### src/rtl/vga_timing_gen.sv
// vga_timing_gen
//   640x480@60Hz VGA timing generator. Divides clk down to the pixel rate,
//   runs the horizontal/vertical counters and presents them as xCoord/yCoord
//   to the pixel-colour logic. It then registers the returned colour onto the
//   VGA pins together with hsync/vsync, one pixel period later.
//
// Optional feature macro: VGA_TEST_PATTERN_EN
//   When defined, a test_mode input is added. When test_mode=1, rgb_in is
//   replaced by eight 80-pixel-wide colour bars.
//
// Ports:
//   clk          system clock (100 MHz)
//   rst          synchronous, active-high reset
//   test_mode    (VGA_TEST_PATTERN_EN only) select built-in colour bars
//   rgb_in       pixel colour {blue[1:0], green[2:0], red[2:0]}
//   xCoord       horizontal count, 0..H_TOTAL-1
//   yCoord       vertical count, 0..V_TOTAL-1
//   pixel_tick   strobe on the last clk of each pixel period
//   video_on     current coordinates are inside the visible area
//   frame_start  one-clk pulse on the tick that wraps the counters to (0,0)
//   hsync/vsync  registered sync outputs, active level SYNC_ACTIVE
//   vga_red/vga_green/vga_blue  registered colour, zero during blanking

module vga_timing_gen #(
    parameter int unsigned CLK_DIV     = 4,
    parameter int unsigned H_VISIBLE   = 640,
    parameter int unsigned H_FRONT     = 16,
    parameter int unsigned H_SYNC      = 96,
    parameter int unsigned H_BACK      = 48,
    parameter int unsigned V_VISIBLE   = 480,
    parameter int unsigned V_FRONT     = 10,
    parameter int unsigned V_SYNC      = 2,
    parameter int unsigned V_BACK      = 33,
    parameter bit          SYNC_ACTIVE = 1'b0
) (
    input  logic       clk,
    input  logic       rst,
`ifdef VGA_TEST_PATTERN_EN
    input  logic       test_mode,
`endif
    input  logic [7:0] rgb_in,
    output logic [9:0] xCoord,
    output logic [9:0] yCoord,
    output logic       pixel_tick,
    output logic       video_on,
    output logic       frame_start,
    output logic       hsync,
    output logic       vsync,
    output logic [2:0] vga_red,
    output logic [2:0] vga_green,
    output logic [1:0] vga_blue
);

    localparam int unsigned H_TOTAL = H_VISIBLE + H_FRONT + H_SYNC + H_BACK;
    localparam int unsigned V_TOTAL = V_VISIBLE + V_FRONT + V_SYNC + V_BACK;

    localparam logic [4:0] DIV_LAST = 5'(CLK_DIV - 1);
    localparam logic [9:0] H_LAST   = 10'(H_TOTAL - 1);
    localparam logic [9:0] V_LAST   = 10'(V_TOTAL - 1);
    localparam logic [9:0] H_VIS    = 10'(H_VISIBLE);
    localparam logic [9:0] V_VIS    = 10'(V_VISIBLE);
    localparam logic [9:0] HS_START = 10'(H_VISIBLE + H_FRONT);
    localparam logic [9:0] HS_END   = 10'(H_VISIBLE + H_FRONT + H_SYNC);
    localparam logic [9:0] VS_START = 10'(V_VISIBLE + V_FRONT);
    localparam logic [9:0] VS_END   = 10'(V_VISIBLE + V_FRONT + V_SYNC);

    logic [4:0] div;
    logic [9:0] h;
    logic [9:0] v;
    logic       h_last;
    logic       v_last;
    logic       hs_raw;
    logic       vs_raw;
    logic [7:0] pix_colour;

    // With CLK_DIV=1, DIV_LAST is 0 and div never leaves 0, so the tick is
    // held high.
    assign pixel_tick  = (div == DIV_LAST);
    assign h_last      = (h == H_LAST);
    assign v_last      = (v == V_LAST);
    assign frame_start = pixel_tick && h_last && v_last;

    assign xCoord   = h;
    assign yCoord   = v;
    assign video_on = (h < H_VIS) && (v < V_VIS);
    assign hs_raw   = (h >= HS_START) && (h < HS_END);
    assign vs_raw   = (v >= VS_START) && (v < VS_END);

    always_ff @(posedge clk) begin
        if (rst) begin
            div <= '0;
        end else if (pixel_tick) begin
            div <= '0;
        end else begin
            div <= div + 5'd1;
        end
    end

    always_ff @(posedge clk) begin
        if (rst) begin
            h <= '0;
            v <= '0;
        end else if (pixel_tick) begin
            if (h_last) begin
                h <= '0;
                v <= v_last ? '0 : v + 10'd1;
            end else begin
                h <= h + 10'd1;
            end
        end
    end

`ifdef VGA_TEST_PATTERN_EN
    logic [2:0] bar_idx;
    logic [7:0] bar_colour;

    // Bars are 80 px wide; only indices 0..7 occur inside the visible area.
    assign bar_idx = 3'(h / 10'd80);

    always_comb begin
        bar_colour = '0;
        case (bar_idx)
            3'd0: bar_colour = 8'hFF;
            3'd1: bar_colour = 8'h3F;
            3'd2: bar_colour = 8'hF8;
            3'd3: bar_colour = 8'h38;
            3'd4: bar_colour = 8'hC7;
            3'd5: bar_colour = 8'h07;
            3'd6: bar_colour = 8'hC0;
            default: bar_colour = 8'h00;
        endcase
    end
`endif

    always_comb begin
        pix_colour = rgb_in;
`ifdef VGA_TEST_PATTERN_EN
        if (test_mode) begin
            pix_colour = bar_colour;
        end
`endif
        if (!video_on) begin
            pix_colour = '0;
        end
    end

    // Sync and colour are captured on the same tick edge, so the pins show
    // the pixel whose coordinates were presented during the previous period.
    always_ff @(posedge clk) begin
        if (rst) begin
            hsync     <= ~SYNC_ACTIVE;
            vsync     <= ~SYNC_ACTIVE;
            vga_red   <= '0;
            vga_green <= '0;
            vga_blue  <= '0;
        end else if (pixel_tick) begin
            hsync     <= hs_raw ? SYNC_ACTIVE : ~SYNC_ACTIVE;
            vsync     <= vs_raw ? SYNC_ACTIVE : ~SYNC_ACTIVE;
            vga_red   <= pix_colour[2:0];
            vga_green <= pix_colour[5:3];
            vga_blue  <= pix_colour[7:6];
        end
    end

endmodule

### config.mk
export PLATFORM = sky130hd
export DESIGN_NAME = vga_timing_gen
export DESIGN_NICKNAME = d
export VERILOG_FILES = /design/src/rtl/vga_timing_gen.sv
export SDC_FILE = /design/constraint.sdc
export NUM_CORES = 1
export LEC_CHECK = 0
export ABC_AREA = 1
export CORE_AREA = 4 4 83 85
export CTS_CLUSTER_SIZE = 20
export DETAILED_ROUTE_END_ITERATION = 8
export DIE_AREA = 0 0 87 89
export DONT_BUFFER_PORTS = 1
export SLEW_MARGIN = 20
export SYNTH_ARGS = -nofsm -noshare
export SYNTH_HDL_FRONTEND = slang
export SYNTH_SLANG_ARGS = --single-unit
### constraint.sdc
create_clock -name clk -period 2.08 [get_ports clk]
set_input_delay 0.416 -clock clk [delete_from_list [all_inputs] [get_ports clk]]
set_output_delay 0.416 -clock clk [all_outputs]
set_load 0.005 [all_outputs]
==> results of run 1 <==
-- report_power, final --
group          leakage, nW  switching (mW)  internal (mW)
clock               0.0422           0.247          0.235
combinational        0.429          0.0385         0.0186
sequential           0.284          0.0118          0.685
-- layer usage --
layer	track usage, %	vias up	part of all wire, %
met3	4.98	5	9.2
met1	14.9	721	43
met4	4.82	0	1.0
met5	0	-	0
li1	-	828	-
met2	17.2	45	46
-- sequential cells by signal, summed over array words and instances (netlist names) --
register and count:
div 5, vga_blue 2, vga_green 3, vsync 1
vga_red 3, yCoord 10, xCoord 10, hsync 1
-- kinds of logic (layout without fill, tap and decap cells) --
| logic type | after synthesis | in the layout |
|---|---|---|
| compound gates | 25 | 25 |
| xor+xnor | 3 | 3 |
| fa+ha+maj | 5 | 5 |
| buf+inv | 39 | 45 |
| flops | 35 | 35 |
| simple gates | 150 | 150 |
-- layout make-up --
| cell class | instances | area share [%] |
|---|---|---|
| Tap cell | 77 | 4.92 |
| Clock buffer | 7 | 3.90 |
| Inverter | 34 | 6.77 |
| Sequential cell | 35 | 35.9 |
| Multi-Input combinational cell | 183 | 47.1 |
| Clock inverter | 1 | 0.256 |
| Timing Repair Buffer | 3 | 1.15 |
-- synthesized netlist by cell type (all sizes together) --
master,count,area (µm²)
ha,5,62.6
nor4,1,6.26
nor3b,1,7.51
nand2,64,250
inv,32,120
o21ai,12,63.8
dfxtp,35,701
nand4,4,25.0
buf,5,31.3
xor2,3,26.3
or2,1,6.26
nor3,7,40.0
and2,1,6.26
clkinv,2,12.5
nand3,30,168
a21oi,11,55.1
nor2,41,185
a41oi,2,17.5
-- per-stage QoR --
step	hold WS [ns]	instance area (µm²)	setup slack, ns	utilization [%]
2_1_floorplan	0.418	1780	0.552	-
3_3_place_gp	0.432	1860	0.391	30.0
3_5_place_dp	0.437	1860	0.344	30.0
4_1_cts	0.175	1950	0.0202	31.4
5_1_grt	0.171	1960	0.00470	31.6
6_report	0.188	1960	0.129	31.6
-- what timing repair did --
| action | CTS | global route |
|---|---|---|
| endpoints found under the setup margin | 0 | 1 |
| buffers inserted | 0 | 1 |
| gates resized for setup | 0 | 3 |
| hold buffers | 0 | 0 |
-- final timing paths --
check	startpoint	end	cells past startpoint
worst max-delay path	div[0]	frame_start	5
worst min register to register	div[0]	div[0]	1
worst max register to register	div[0]	xCoord[9]	8
worst min-delay path	rst	yCoord[8]	1
==> impl_metrics.yaml, run 1 <==
outcome:
  status: "finished, final reports clean"
synth:
  syn_area_um2: 1780
  synth_fa_ha_area_share_pct: 3.51
  synth_seq_cells: 35
  synth_xor_area_share_pct: 1.47
  ys_seq_area_share_pct: 39.3
  yosys_warnings: 0
  syn-mean-instance-area_um2: 6.94
  synth_top_family_by_area: "simple AND/OR/NAND/NOR gates"
  synth_compound_area_share_pct: 7.64
  synthSimpleGateAreaFrac_pct: 38.9
  netlist_instances: 257
  syn_nets: 272
  synthDistinctLibCells: 30
  synthMuxAreaShare_pct: 0
sta:
  setup_viol: 0
  finalMaxSlewViolations: 0
  finalSetupTns_ns: 0
  tightestPinTransition_ns: 0.387
  clock_skew_ns: 0.00836
  min_period_ns: 1.95
  fin_crit_sh_pct: 93.8
  max_freq_ghz: 0.513
  hold_violations: 0
  rsz0062_at_grt: "no"
  slew_headroom_pct: 74.1
drt:
  remaining_drc_errors: 0
  wl_um: 4390
  viasPerCell: 4.70
  drt_iter0_drc: 98
  vias: 1599
  wl_per_cell_um: 12.9
  drt_first_pass_iters: 5
  ant_nets: 0
place:
  portBuffers: 0
  placed_cells: 331
  gp_congestion: 0.855
  dp_hpwl_um: 3300
die:
  start_util_pct: 28.8
  ioPinCount: 43
  dieWidth_um: 87
  die_h_um: 89
  core-area_um2: 6200
  rows: 29
  dieArea_um2: 7740
global_routing:
  grt_pass1_vias: 1398
  grt_usage_pct: 11.7
  grt_antenna_before_repair: 0
  grt_pass1_wl_um: 7000
  grt.overflow.total: 0
  grt_max_degree: 12
layout:
  final_nets: 277
  seq_area_um2: 703
  fillCellCount: 674
  fin_cells: 340
  drive_gt1_share_pct: 11.0
  n_antenna_cell: 0
  final_common_cell: "nand2_1"
  area_growth_pct: 9.75
  layout_common_cells: "nand2_1 (60), nor2_1 (35), dfxtp_1 (33)"
  multi_input_area_um2: 922
cts:
  cts-buffers-inserted: 5
  cts_root_buffer: "clkbuf_8"
  cts_sinks: 35
  clockBufferDepth: 2
  clk_latency_ns: 0.29
  cts.htree.levels: 2
  tritoncts: "done"
  clk_pin_slew_ns: 0.07
critical_path:
  crit_type: "register to output pin"
  required_ns: 1.66
  crit_buf_inv: 0
  path_max_fanout: 10
  critPathSlowestCell: "dfxtp_1"
  slowest_delay_ns: 0.35
  end_kind: "output pin"
  crit_chain: "ha_1 > nand2_2 > nor2_8 > nand3_1 > nor2_2"
  start_kind: "register"
  crit_family: "simple AND/OR/NAND/NOR gates"
  reg2reg_slack_ns: 0.44
  arrival_ns: 1.54
pwr:
  ir_drop_v: 0.000246
  power_density_nw_per_um2: 631
  p_leak_nw: 0.755
  p_total_mw: 1.24
run:
  cap_violations: 0
worst_hold_path:
  min_path_type: "primary input to register"
Power figures use the tool's default switching activity.
==> run 2: changes to the inputs <==
- ABC_CLOCK_PERIOD_IN_PS: unset -> 2080
==> results of run 2 <==
Final layout, timing and power as in run 1 (identical DEF).
